--- src/rtl/rand_share_ctrl.sv ---
`default_nettype none
// ============================================================================
// Module   : rand_share_ctrl
// Purpose  : Shares one free-running LFSR random source among N_REQ consumers.
//            Round-robin arbitration hands a sampled random word to one
//            requester at a time. Grants are separated by at least SPACING
//            LFSR shifts, so consecutive consumers never see overlapping bit
//            histories. A frozen LFSR output is detected, and the LFSR is
//            pulsed back into reset to recover.
// Ports    : CLK       - system clock
//            RST       - synchronous active-high reset
//            rnd       - LFSR output word (bit WIDTH-1 = oldest stage)
//            req       - level requests, held until granted
//            grant     - one-hot single-cycle grant pulse
//            rdata     - random word delivered with grant
//            busy      - spacing window active, no grant possible
//            lfsr_rst  - single-cycle LFSR reset pulse on lock-up
//            recov_cnt - saturating count of lock-up recoveries
// Revision : 1.0 - initial release
// ============================================================================
module rand_share_ctrl #(
    parameter int N_REQ     = 4,
    parameter int WIDTH     = 10,
    parameter int SPACING   = 10,
    parameter int STALL_LIM = 3
) (
    input  logic             CLK,
    input  logic             RST,
    input  logic [WIDTH-1:0] rnd,
    input  logic [N_REQ-1:0] req,
    output logic [N_REQ-1:0] grant,
    output logic [WIDTH-1:0] rdata,
    output logic             busy,
    output logic             lfsr_rst,
    output logic [3:0]       recov_cnt
);

    localparam int c_SW = $clog2(SPACING) + 1;
    localparam int c_PW = $clog2(N_REQ);
    localparam int c_TW = $clog2(STALL_LIM + 1);

    localparam logic [c_SW-1:0]  c_SP_LOAD    = c_SW'(SPACING - 1);
    localparam logic [c_PW-1:0]  c_PTR_RST    = c_PW'(N_REQ - 1);
    localparam logic [c_TW-1:0]  c_STALL_TRIP = c_TW'(STALL_LIM - 1);
    localparam logic [c_TW-1:0]  c_STALL_MAX  = c_TW'(STALL_LIM);
    localparam logic [N_REQ-1:0] c_ONE        = {{(N_REQ-1){1'b0}}, 1'b1};

    logic [c_SW-1:0]  r_space;
    logic [c_PW-1:0]  r_rr_ptr;
    logic [WIDTH-1:0] r_prev_rnd;
    logic [c_TW-1:0]  r_stall;

    logic             w_fresh;
    logic             w_found;
    logic [c_PW-1:0]  w_winner;
    logic [c_PW-1:0]  w_idx;
    logic             w_lock;
    logic             w_grant;

    // (p + k) mod N_REQ, computed in int so non-power-of-two N_REQ never
    // yields an index past the last requester.
    function automatic logic [c_PW-1:0] wrap_add(input logic [c_PW-1:0] p,
                                                 input int k);
        int s;
        s = int'(p) + k;
        if (s >= N_REQ) s = s - N_REQ;
        return c_PW'(s);
    endfunction

    assign w_fresh = (rnd != r_prev_rnd);

    // Round-robin scan starting just after the last winner; the last
    // winner itself is checked last.
    always_comb begin
        w_found  = 1'b0;
        w_winner = '0;
        w_idx    = '0;
        for (int i = 1; i <= N_REQ; i++) begin
            w_idx = wrap_add(r_rr_ptr, i);
            if (!w_found && req[w_idx]) begin
                w_found  = 1'b1;
                w_winner = w_idx;
            end
        end
    end

    // Lock-up and grant are mutually exclusive (one needs a stale sample,
    // the other a fresh one), so lock-up priority falls out naturally.
    assign w_lock  = !w_fresh && !lfsr_rst && (r_stall == c_STALL_TRIP);
    assign w_grant = (r_space == '0) && w_found && w_fresh && !lfsr_rst;

    always_ff @(posedge CLK) begin
        if (RST) begin
            grant      <= '0;
            rdata      <= '0;
            busy       <= 1'b0;
            lfsr_rst   <= 1'b0;
            recov_cnt  <= '0;
            r_space    <= '0;
            r_rr_ptr   <= c_PTR_RST;
            r_prev_rnd <= '0;
            r_stall    <= '0;
        end else begin
            r_prev_rnd <= rnd;

            // Lock-up watchdog
            lfsr_rst <= 1'b0;
            if (lfsr_rst) begin
                r_stall <= '0;
            end else if (w_lock) begin
                lfsr_rst <= 1'b1;
                r_stall  <= '0;
                if (recov_cnt != 4'hF) recov_cnt <= recov_cnt + 4'd1;
            end else if (w_fresh) begin
                r_stall <= '0;
            end else if (r_stall != c_STALL_MAX) begin
                r_stall <= r_stall + 1'b1;
            end

            // Arbitration and spacing window; busy mirrors the next r_space.
            if (w_grant) begin
                grant    <= c_ONE << w_winner;
                rdata    <= rnd;
                r_rr_ptr <= w_winner;
                r_space  <= c_SP_LOAD;
                busy     <= (c_SP_LOAD != '0);
            end else begin
                grant <= '0;
                if (r_space != '0) r_space <= r_space - 1'b1;
                busy  <= (r_space > c_SW'(1));
            end
        end
    end

endmodule
`default_nettype wire

--- config.mk ---
export PLATFORM = sky130hd
export DESIGN_NAME = rand_share_ctrl
export DESIGN_NICKNAME = d
export VERILOG_FILES = /design/src/rtl/rand_share_ctrl.sv
export SDC_FILE = /design/constraint.sdc
export NUM_CORES = 1
export LEC_CHECK = 0
export BUFFER_PORTS_ARGS = -buffer_cell sky130_fd_sc_hd__buf_2
export CORE_MARGIN = 5
export CORE_UTILIZATION = 54
export CTS_CLUSTER_DIAMETER = 50
export CTS_CLUSTER_SIZE = 16
export DETAILED_ROUTE_END_ITERATION = 10
export PLACE_DENSITY = 0.79
export SETUP_SLACK_MARGIN = 0.5
export SLEW_MARGIN = 20
export SYNTH_ARGS = -nofsm -noshare
export SYNTH_HDL_FRONTEND = slang
export SYNTH_SLANG_ARGS = --single-unit
--- constraint.sdc ---
create_clock -name CLK -period 2.59 [get_ports CLK]
set_clock_uncertainty 0.15 [all_clocks]
set_input_delay 0.3885 -clock CLK [delete_from_list [all_inputs] [get_ports CLK]]
set_output_delay 0.3885 -clock CLK [all_outputs]
set_load 0.05 [all_outputs]
# Yosys cells after proc, flatten, opt, wreduce, memory -nomap -nowiden
# Index checks and enable logic that the tools add are counted.
# classes
addsub	11
multipliers	0
div_mod_pow	0
magnitude_cmp	9
eq_ne	4
n_shift	1
muxes	24
bitwise	2
n_reduce_logical	21
# ops
cell	count
2-bit 2-to-1 mux	8
2-bit by 3-bit less-than comparator with 1-bit output, second input constant	4
1-bit 2-to-1 mux	10
10-bit != test	1
3-bit >= comparator, second input constant	3
1-bit binary-select mux with 2-bit select	4
1-bit logical AND	8
4-bit 2-to-1 mux	2
2-bit by 1-bit subtractor with 2-bit output, second input constant	4
2-bit by 2-bit adder with 3-bit output, second input constant	2
2-bit OR reduction	3
5-bit by 1-bit greater-than comparator with 1-bit output, second input constant	1
1-bit zero test	5
5-bit zero test	1
5-bit nonzero test	1
5-bit by 1-bit subtractor with 5-bit output, second input constant	1
2-bit by 3-bit adder with 4-bit output, second input constant	1
4-bit by 1-bit adder with 4-bit output, second input constant	1
4-bit by 3-bit >= comparator with 1-bit output, second input constant	1
4-bit != test, second input constant	1
4-bit OR reduction	1
1-bit by 2-bit left shift with 4-bit output, first input constant	1
2-bit by 1-bit adder with 3-bit output, second input constant	1
3-bit AND reduction	1
5 further kinds	6
# totals
regBits	39
latchBits	0
ram_bits	0
romBits	0
input_bits	16
output_inout_bits	20
elab_cells	82
mem_count	0

# Depth between registers and ports, before layout
# Gate-level depths: netlist of the first run.
# depth
depth_word	20
ltp_mapped	8
ltp_nobuf	6

# Least setup slack after synthesis of the first run
# Ideal clock, no wire load.
# synth_path
kind	reg2reg
start	register r_space[0]
end	register rdata[0]
setup_time_ns	0.121
arrival_time_ns	1.987
required_ns	2.319
slack_ns	0.332
path_stages_with_launch	9
n_path_buf	2
period_less_slack_ns	2.258
cell_sequence	dfxtp_1 > inv_1 > ha_1 > or4b_1 > buf_2 > a311oi_4 > o31ai_2 > buf_6 > mux2_4
# synth_via
elab_chain_cells	4
# synth_rtl
element	line	source
from (decl)	48	logic [c_SW-1:0] r_space;
from (signal assigned)	125	r_space <= c_SP_LOAD;
from (signal assigned)	129	if (r_space != '0) r_space <= r_space - 1'b1;
5-bit zero test	90	assign w_grant = (r_space == '0) && w_found && w_fresh && !lfsr_rst;
1-bit logical AND (3 in series)	90	
to (signal assigned)	123	rdata <= rnd;
to (decl)	32	output logic [WIDTH-1:0] rdata,
# Every way passes these cells.
# A chain may end at the register's enable or synchronous reset.

# Final worst setup path of the first run
# Ends and elaborated chain as after synthesis.

==> results by group, run 1 <==
Timing
  • Final hold vios: 0
  • Tcrit/Tclk final: roughly 84%
  • Setup violations, final: 0
  • RSZ-0062 raised after global routing: true
  • Worst Tran Pin Value: 0.706 ns
  • Fin worst setup slack: 0.414 ns
  • Max Clock Freq: around 460 MHz
  • TNS Setup: 0 ns
  • Final min period: 2.18 ns
  • Max Slew Vio Count: 0
  • Slew headroom: 52.9%

GRT
  • Vias in the first global route: 1472
  • Largest net degree at the start of global routing: 40
  • First-pass GRT wire length: 6600 µm
  • Initial antenna violation count: 0
  • Global route overflow: 0
  • Total track usage: roughly a fifth

Critical path
  • Crit-path cells: inv_4, ha_4, or4b_4, a311oi_4, buf_6, o31ai_4, mux2_4
  • CP max stage cell: or4b_4
  • Startpoint Class: flip-flop
  • R2R Path Start: r_space[0]
  • Crit-path max cell delay: 0.49 ns
  • R2R cell count: 7
  • Setup crit end kind: flip-flop
  • Worst path required time: around 2.7 ns
  • Critical-path maximum fanout: 5
  • Reg2Reg Setup Slack: 0.41 ns
  • R2r endpoint: rdata[0]
  • Worst path arrival time: 2.26 ns
  • CP Class: flip-flop to flip-flop

Layout
  • Area growth syn-to-layout: 27.3%
  • Design Area, Final: approximately 2300 µm²
  • Layout cells sized above 1: 37.6%
  • Diode count: 0
  • Fillers: 255
  • Area of the multi-input gates: 1050 µm²
  • Storage cell area: 786 µm²
  • Final nets: 255

Synthesis
  • Syn. warnings: 0
  • Post-synthesis sequential area ratio: 43.3%
  • Top FF cell, synth: dfxtp_1
  • Syn nets: ~200
  • Avg Synthesized Cell Area: 10.2 µm²
  • Async S/R FF share, synth: 0%
  • Synth Instances: ~180
  • Number of synthesized flops with an enable pin: 0
  • Seq cells post-synth: 39
  • Post-Syn Area: 1800 µm²
  • Netlist cell types: 35

Floorplanning
  • Io pins: 36
  • Initial Util: 54.9%
  • Die width: 67.8 µm
  • Core ar.: 3280 µm²
  • DIE HEIGHT: 67.8 µm
  • Die area: 4590 µm²
  • Cell row count: 21

Placed design
  • Pre-CTS setup slack: 0.0685 ns
  • Hpwl dp: 2540 µm
  • Area after DPL: 2040 µm²
  • GPL Wtd Cong: 0.786
  • PortBufs: 35

CTS
  • Clock transition at path regs: between 0.1 and 0.15 ns
  • Skew-Pair Late Insertion Delay: 0.34 ns
  • Total CTS buffers: 5
  • CTS tree: yes
  • Hold bufs inserted after CTS: 0
  • CTS root buf: clkbuf_4
  • CTS sink cnt: 39
  • Htree depth: 2
  • Clk buf depth: 2

Drt
  • Routed Wire Length: approximately 4200 µm
  • Post-DR vias/cell: between 5 and 6
  • Number of detailed-route iterations in the first pass: 4
  • Residual DRC: 0
  • Routed vias: 1488
  • Starting DRC count in detailed routing: 72
  • DR WL/cell: 15.0 µm
  • ANT nets after route: 0

Run
  • Maxcap violations: 0

Pwr
  • Pwr Density: 1070 nW/µm²
  • Max VDD drop: between 0.0005 and 0.0006 V
  • Total power: 2.47 mW
  • P_leak: 1.02 nW

Hold path
  • Min-Delay Path Class: input pin to flip-flop
  • Hold Path Stages: 2
  • Hold path start: rnd[1]
  • Hold Path Sink: r_prev_rnd[1]

Outcome
  • Outcome: finished, final reports clean
[metrics by stage]
step	instances	hold WS [ns]	util, %
finish	280	0.175	69.9
global route	280	0.156	69.9
CTS	268	0.166	66.6
detailed placement	252	0.339	62.0
global placement	252	0.315	62.0
floorplan	176	0.337	-
[state kept, by name, summed over array words and instances (netlist names), 2 cells and up]
signal and count:
r_rr_ptr 2, r_stall 2, rdata 10, r_space 5
grant 4, recov_cnt 4, r_prev_rnd 10
[kinds of logic after synthesis]
| logic type | count (synthesis) | share of synthesized area [%] |
|---|---|---|
| compound gates | 18 | 7.56 |
| flops | 39 | 43.3 |
| buf+inv | 14 | 3.82 |
| simple gates | 69 | 22.5 |
| mux | 17 | 12.4 |
| fa+ha+maj | 6 | 4.16 |
| xor+xnor | 13 | 6.32 |
[timing repair]
action                     CTS  global route
setup endpoints to repair   20            23
gates cloned                 2             1
resized for setup            6             2
buffers inserted             6            11
pin swaps                    4             7
[placed cells by master, fill, tap and decap left out, types with 3 or more instances in the layout]
master and count:
o31ai_4 3, ha_1 5, nand2_1 8, or3_1 4, nor2b_1 25, nor4_2 3
mux2_4 10, clkbuf_4 5, buf_4 18, inv_1 5, mux2i_1 5, nor3_1 4
and3_1 3, a21oi_1 6, nor2_1 9, dfxtp_1 37, xnor2_1 11, buf_2 35
[Yosys cell counts (3+ instances only)]
library cell  instances  share of area [%]
nor4_1                5                1.7
and3_1                3                1.0
or3_1                 4                1.4
nor2b_1              25                8.7
mux2i_1               5                2.8
inv_1                 7                1.5
ha_1                  6                4.2
nor2_1                9                1.9
xnor2_1              11                5.3
nand2_1               8                1.7
mux2_4               10                8.3
nor3_1                4                1.1
dfxtp_1              39                 43
a21oi_1               6                1.7
clkbuf_1              4               0.83
[area by class of cell]
type | instances | share of cell area (%)
repair buffers | 54 | 14.0
multi-input cells | 126 | 45.8
inverters | 7 | 1.25
clock buffers | 7 | 1.96
clock inverters | 1 | 0.218
well taps | 46 | 2.51
flip-flops and latches | 39 | 34.2
[critical path, delay by kind of cell (launching register included)]
family	cells	cell delay [ns]
mux	1	0.33
simple gates	1	0.49
flops	1	0.37
fa+ha+maj	1	0.13
buf+inv	2	0.25
compound gates	2	0.35
[layer usage]
metal | GRT usage [%] | wire, µm | vias to the layer above
li1 | - | - | 725
met5 | 0 | 0 | -
met3 | 6.16 | 197 | 9
met4 | 8.93 | 93 | 0
met2 | 34.3 | 2240 | 42
met1 | 21.2 | 1670 | 712
[report_power, final]
group	total (mW)	internal [mW]	switching [mW]
Clock	0.297	0.106	0.191
Sequential	0.832	0.736	0.0962
Combinational	1.34	0.608	0.732
[worst max path at each step]
stage / start / endpoint / slack, ns / cells past startpoint
CTS: r_space[0] / rdata[0] / 0.36 / 7
finish: r_space[0] / rdata[0] / 0.41 / 7
floorplan: r_space[1] / rdata[0] / 0.42 / 8
global placement: rnd[3] / rdata[0] / 0.08 / 5
detailed placement: rnd[3] / rdata[1] / 0.07 / 5
global route: r_space[0] / rdata[4] / 0.37 / 7
(Power assumes the default switching activity.)
==> inputs of run 2 (changes only) <==
- ABC_AREA: unset -> 1
- CORE_UTILIZATION: 54 -> 49
- PLACE_DENSITY: 0.79 -> 0.75
- clock period: 2.59 -> 1.8 ns (I/O delays scaled with it)
==> results by group, run 2 <==
Outcome
  • Outcome: finished, final reports clean (unchanged)

Synthesis
  • Netlist cell types: 26 (was 35)
  • Largest area contributor in the netlist: dfxtp_1 (unchanged)
  • Avg Synthesized Cell Area: 6.76 µm² (was 10.2 µm²)
  • Post-synth top cells: nand2_1 (94), inv_1 (43), dfxtp_1 (39) (was dfxtp_1 (39), nor2b_1 (25), xnor2_1 (11))
  • Syn nets: 307 (was 198)
  • Yosys top cell area share: 40.5% (was 43.3%)
  • Most common cell in the netlist: nand2_1 (was dfxtp_1)
  • Number of synthesized flops with an enable pin: 0 (unchanged)
  • Synth area leaders: dfxtp_1 (41%), nand2_1 (18%), inv_1 (8.4%) (was dfxtp_1 (43%), nor2b_1 (8.7%), mux2_4 (8.3%))
  • Synth Instances: 285 (was 176)
  • Top FF cell, synth: dfxtp_1 (unchanged)
  • Post-synthesis sequential area ratio: 40.5% (was 43.3%)
  • Seq cells post-synth: 39 (unchanged)
  • Post-Syn Area: 1930 µm² (was 1800 µm²)
  • Async S/R FF share, synth: 0% (unchanged)
  • Syn. warnings: 0 (unchanged)

Drt
  • Number of detailed-route iterations in the first pass: 4 (unchanged)
  • Residual DRC: 0 (unchanged)
  • Starting DRC count in detailed routing: 107 (was 72)
  • Post-DR vias/cell: 4.73 (was 5.31)
  • DR WL/cell: 11.2 µm (was 15.0 µm)
  • Routed vias: 1805 (was 1488)
  • Routed Wire Length: 4270 µm (was 4200 µm)
  • ANT nets after route: 0 (unchanged)

Layout
  • Largest registers: r_prev_rnd (10), rdata (10), r_space (5) (unchanged)
  • Final nets: 355 (was 255)
  • Most frequent cells in the layout: nand2_1 (69), inv_1 (43), nand2_2 (28) (was dfxtp_1 (37), buf_2 (35), nor2b_1 (25))
  • Count of non-filler cells in the finished layout: 382 (was 280)
  • Area growth syn-to-layout: 35.0% (was 27.3%)
  • Layout cells sized above 1: 38.3% (was 37.6%)
  • Diode count: 0 (unchanged)
  • Most common cell after layout, fill and taps aside: nand2_1 (was dfxtp_1)

CTS
  • Hold bufs inserted after CTS: 0 (unchanged)
  • Skew-Pair Late Insertion Delay: 0.30 ns (was 0.34 ns)
  • CTS root buf: clkbuf_8 (was clkbuf_4)
  • Clk buf depth: 2 (unchanged)
  • CTS tree: yes (unchanged)
  • Clock transition at path regs: 0.08 ns (was 0.11 ns)
  • Total CTS buffers: 5 (unchanged)
  • CTS sink cnt: 39 (unchanged)
  • Htree depth: 2 (unchanged)

Timing
  • Slew headroom: 64.9% (was 52.9%)
  • RSZ-0062 raised after global routing: true (unchanged)
  • Setup violations, final: 0 (unchanged)
  • Max Clock Freq: 591 MHz (was 459 MHz)
  • Final min period: 1.69 ns (was 2.18 ns)
  • Fin worst setup slack: 0.108 ns (was 0.414 ns)
  • Max Slew Vio Count: 0 (unchanged)
  • Tcrit/Tclk final: 94.0% (was 84.0%)
  • Final hold vios: 0 (unchanged)
  • Worst Tran Pin Value: 0.525 ns (was 0.706 ns)

Floorplanning
  • Die width: 72.7 µm (was 67.8 µm)
  • Die area: 5280 µm² (was 4590 µm²)
  • Initial Util: 51.4% (was 54.9%)
  • Io pins: 36 (unchanged)
  • Cell row count: 22 (was 21)
  • DIE HEIGHT: 72.7 µm (was 67.8 µm)
  • Core ar.: 3740 µm² (was 3280 µm²)

Critical path
  • R2R Path Start: r_rr_ptr[0] (was r_space[0])
  • Reg2Reg Setup Slack: 0.11 ns (was 0.41 ns)
  • CP startpoint: r_rr_ptr[0] (was r_space[0])
  • R2r endpoint: rdata[5] (was rdata[0])
  • Worst path required time: 1.84 ns (was 2.67 ns)
  • Worst setup endpoint: rdata[5] (was rdata[0])
  • Startpoint Class: flip-flop (unchanged)
  • Worst path arrival time: 1.73 ns (was 2.26 ns)
  • Critical-path maximum fanout: 8 (was 5)
  • R2R cell count: 12 (was 7)
  • CP Class: flip-flop to flip-flop (unchanged)
  • Setup crit end kind: flip-flop (unchanged)

GRT
  • GR met1 Demand/Resource: 20.6% (was 21.2%)
  • First-pass GRT wire length: 6820 µm (was 6600 µm)
  • GRT busiest layer: met2 (unchanged)
  • Total track usage: 16.4% (was 19.5%)
  • Global route overflow: 0 (unchanged)
  • Largest net degree at the start of global routing: 18 (was 40)
  • Met3 Usage GRT: 4.27% (was 6.16%)
  • Vias in the first global route: 1616 (was 1472)
  • Met2 Usage GRT: 26.0% (was 34.3%)
  • Initial antenna violation count: 0 (unchanged)

Pwr
  • Seq pwr share: 27.9% (was 33.7%)
  • Psw: 2.18 mW (was 1.02 mW)
  • Clock share of power: 12.9% (was 12.0%)
  • Switch share: 48.1% (was 41.3%)
  • Max VDD drop: 0.00144 V (was 0.000581 V)
  • Pwr Density: 1740 nW/µm² (was 1070 nW/µm²)
  • Comb pwr share: 59.2% (was 54.3%)
  • P_leak: 1.33 nW (was 1.02 nW)
  • Pint: 2.35 mW (was 1.45 mW)

Run
  • Maxcap violations: 0 (unchanged)

Placed design
  • Hpwl dp: 2890 µm (was 2540 µm)
  • Cell count after placement: 367 (was 252)
  • PortBufs: 35 (unchanged)
  • Pre-CTS setup slack: 0.0307 ns (was 0.0685 ns)
  • GPL Wtd Cong: 0.807 (was 0.786)

Hold path
  • Min-Delay Path Class: input pin to flip-flop (unchanged)
==> run 2: cell count changes after synthesis, sizes merged, moves of 8 or more <==
cell,previous run,this run
nand3,2,22
inv,7,46
xnor2,11,3
nor2b,25,0
nor2,9,37
nand2,8,102
mux2,12,0
==> run 2: worst min-delay path by stage <==
stage / start / end / slack (ns) / cells after the start
4_1_cts: rnd[3] / rdata[3] / 0.05 / 3
5_1_grt: rnd[7] / rdata[7] / 0.06 / 3
3_3_place_gp: rdata[8] / rdata[8] / 0.31 / 2
3_5_place_dp: rdata[8] / rdata[8] / 0.31 / 2
2_1_floorplan: RST / busy / 0.18 / 1
6_report: rnd[7] / rdata[7] / 0.05 / 3
==> run 2: kinds of logic (layout without fill, tap and decap cells) <==
kind of cell | count (synthesis) | after routing | share of synthesized area [%]
adders and majority gates | 6 | 6 | 3.90
DFF | 39 | 39 | 40.5
and+or+nand+nor | 172 | 172 | 38.5
xor gates and xnor gates | 6 | 6 | 2.73
buffers and inverters | 52 | 101 | 11.6
AOI/OAI and AO/OA | 10 | 10 | 2.79
==> run 2: final cells by class <==
class                      instances  area, µm²
clock buffer                       5       68.8
clock inverter                     3       15.0
fill                             307       1140
inverter                          46        180
multi-input combinational        194       1110
sequential                        39        807
tap                               48       60.1
timing repair buffer              47        360
==> run 2: critical path, stage by stage (launching register included) <==
cell and delay [ns]:
dfxtp_4 0.43, inv_8 0.06, nand2_4 0.06, nand2_2 0.06, nand2_2 0.08, nand2_2 0.07
nor2_4 0.13, nand3_4 0.09, nand3_4 0.14, nor2_4 0.06, buf_6 0.14, nand2_2 0.05
nand2_1 0.05
==> run 2: through the flow <==
step / hold slack (ns) / area (µm²) / power (mW) / util, % / setup TNS, ns
detailed placement: 0.307 / 2190 / 3.29 / 58.5 / 0
CTS: 0.0490 / 2440 / 4.19 / 65.1 / 0
global placement: 0.308 / 2190 / 3.26 / 58.5 / 0
global route: 0.0553 / 2600 / 4.84 / 69.4 / -0.0479
finish: 0.0462 / 2600 / 4.53 / 69.4 / 0
floorplan: 0.182 / 1970 / 2.91 / - / 0
==> run 2: power groups by stage <==
stage	clock [mW]	combinational [mW]	sequential, mW
global route	0.627	2.92	1.29
CTS	0.582	2.37	1.24
global placement	0	2.02	1.24
detailed placement	0	2.05	1.24
floorplan	0	1.33	1.58
finish	0.585	2.68	1.27
==> run 2: per-layer routing <==
layer,part of all wire (%),vias to the layer above
met1,45,816
met4,1.6,0
met3,4.4,6
li1,-,954
met5,0,-
met2,49,29
==> run 2: timing repair <==
item                                    in CTS  in global routing
resized for setup                           40                 48
setup buffers                                7                  0
cloned                                       0                  0
pin swaps                                   10                 15
endpoints found under the setup margin      43                 42
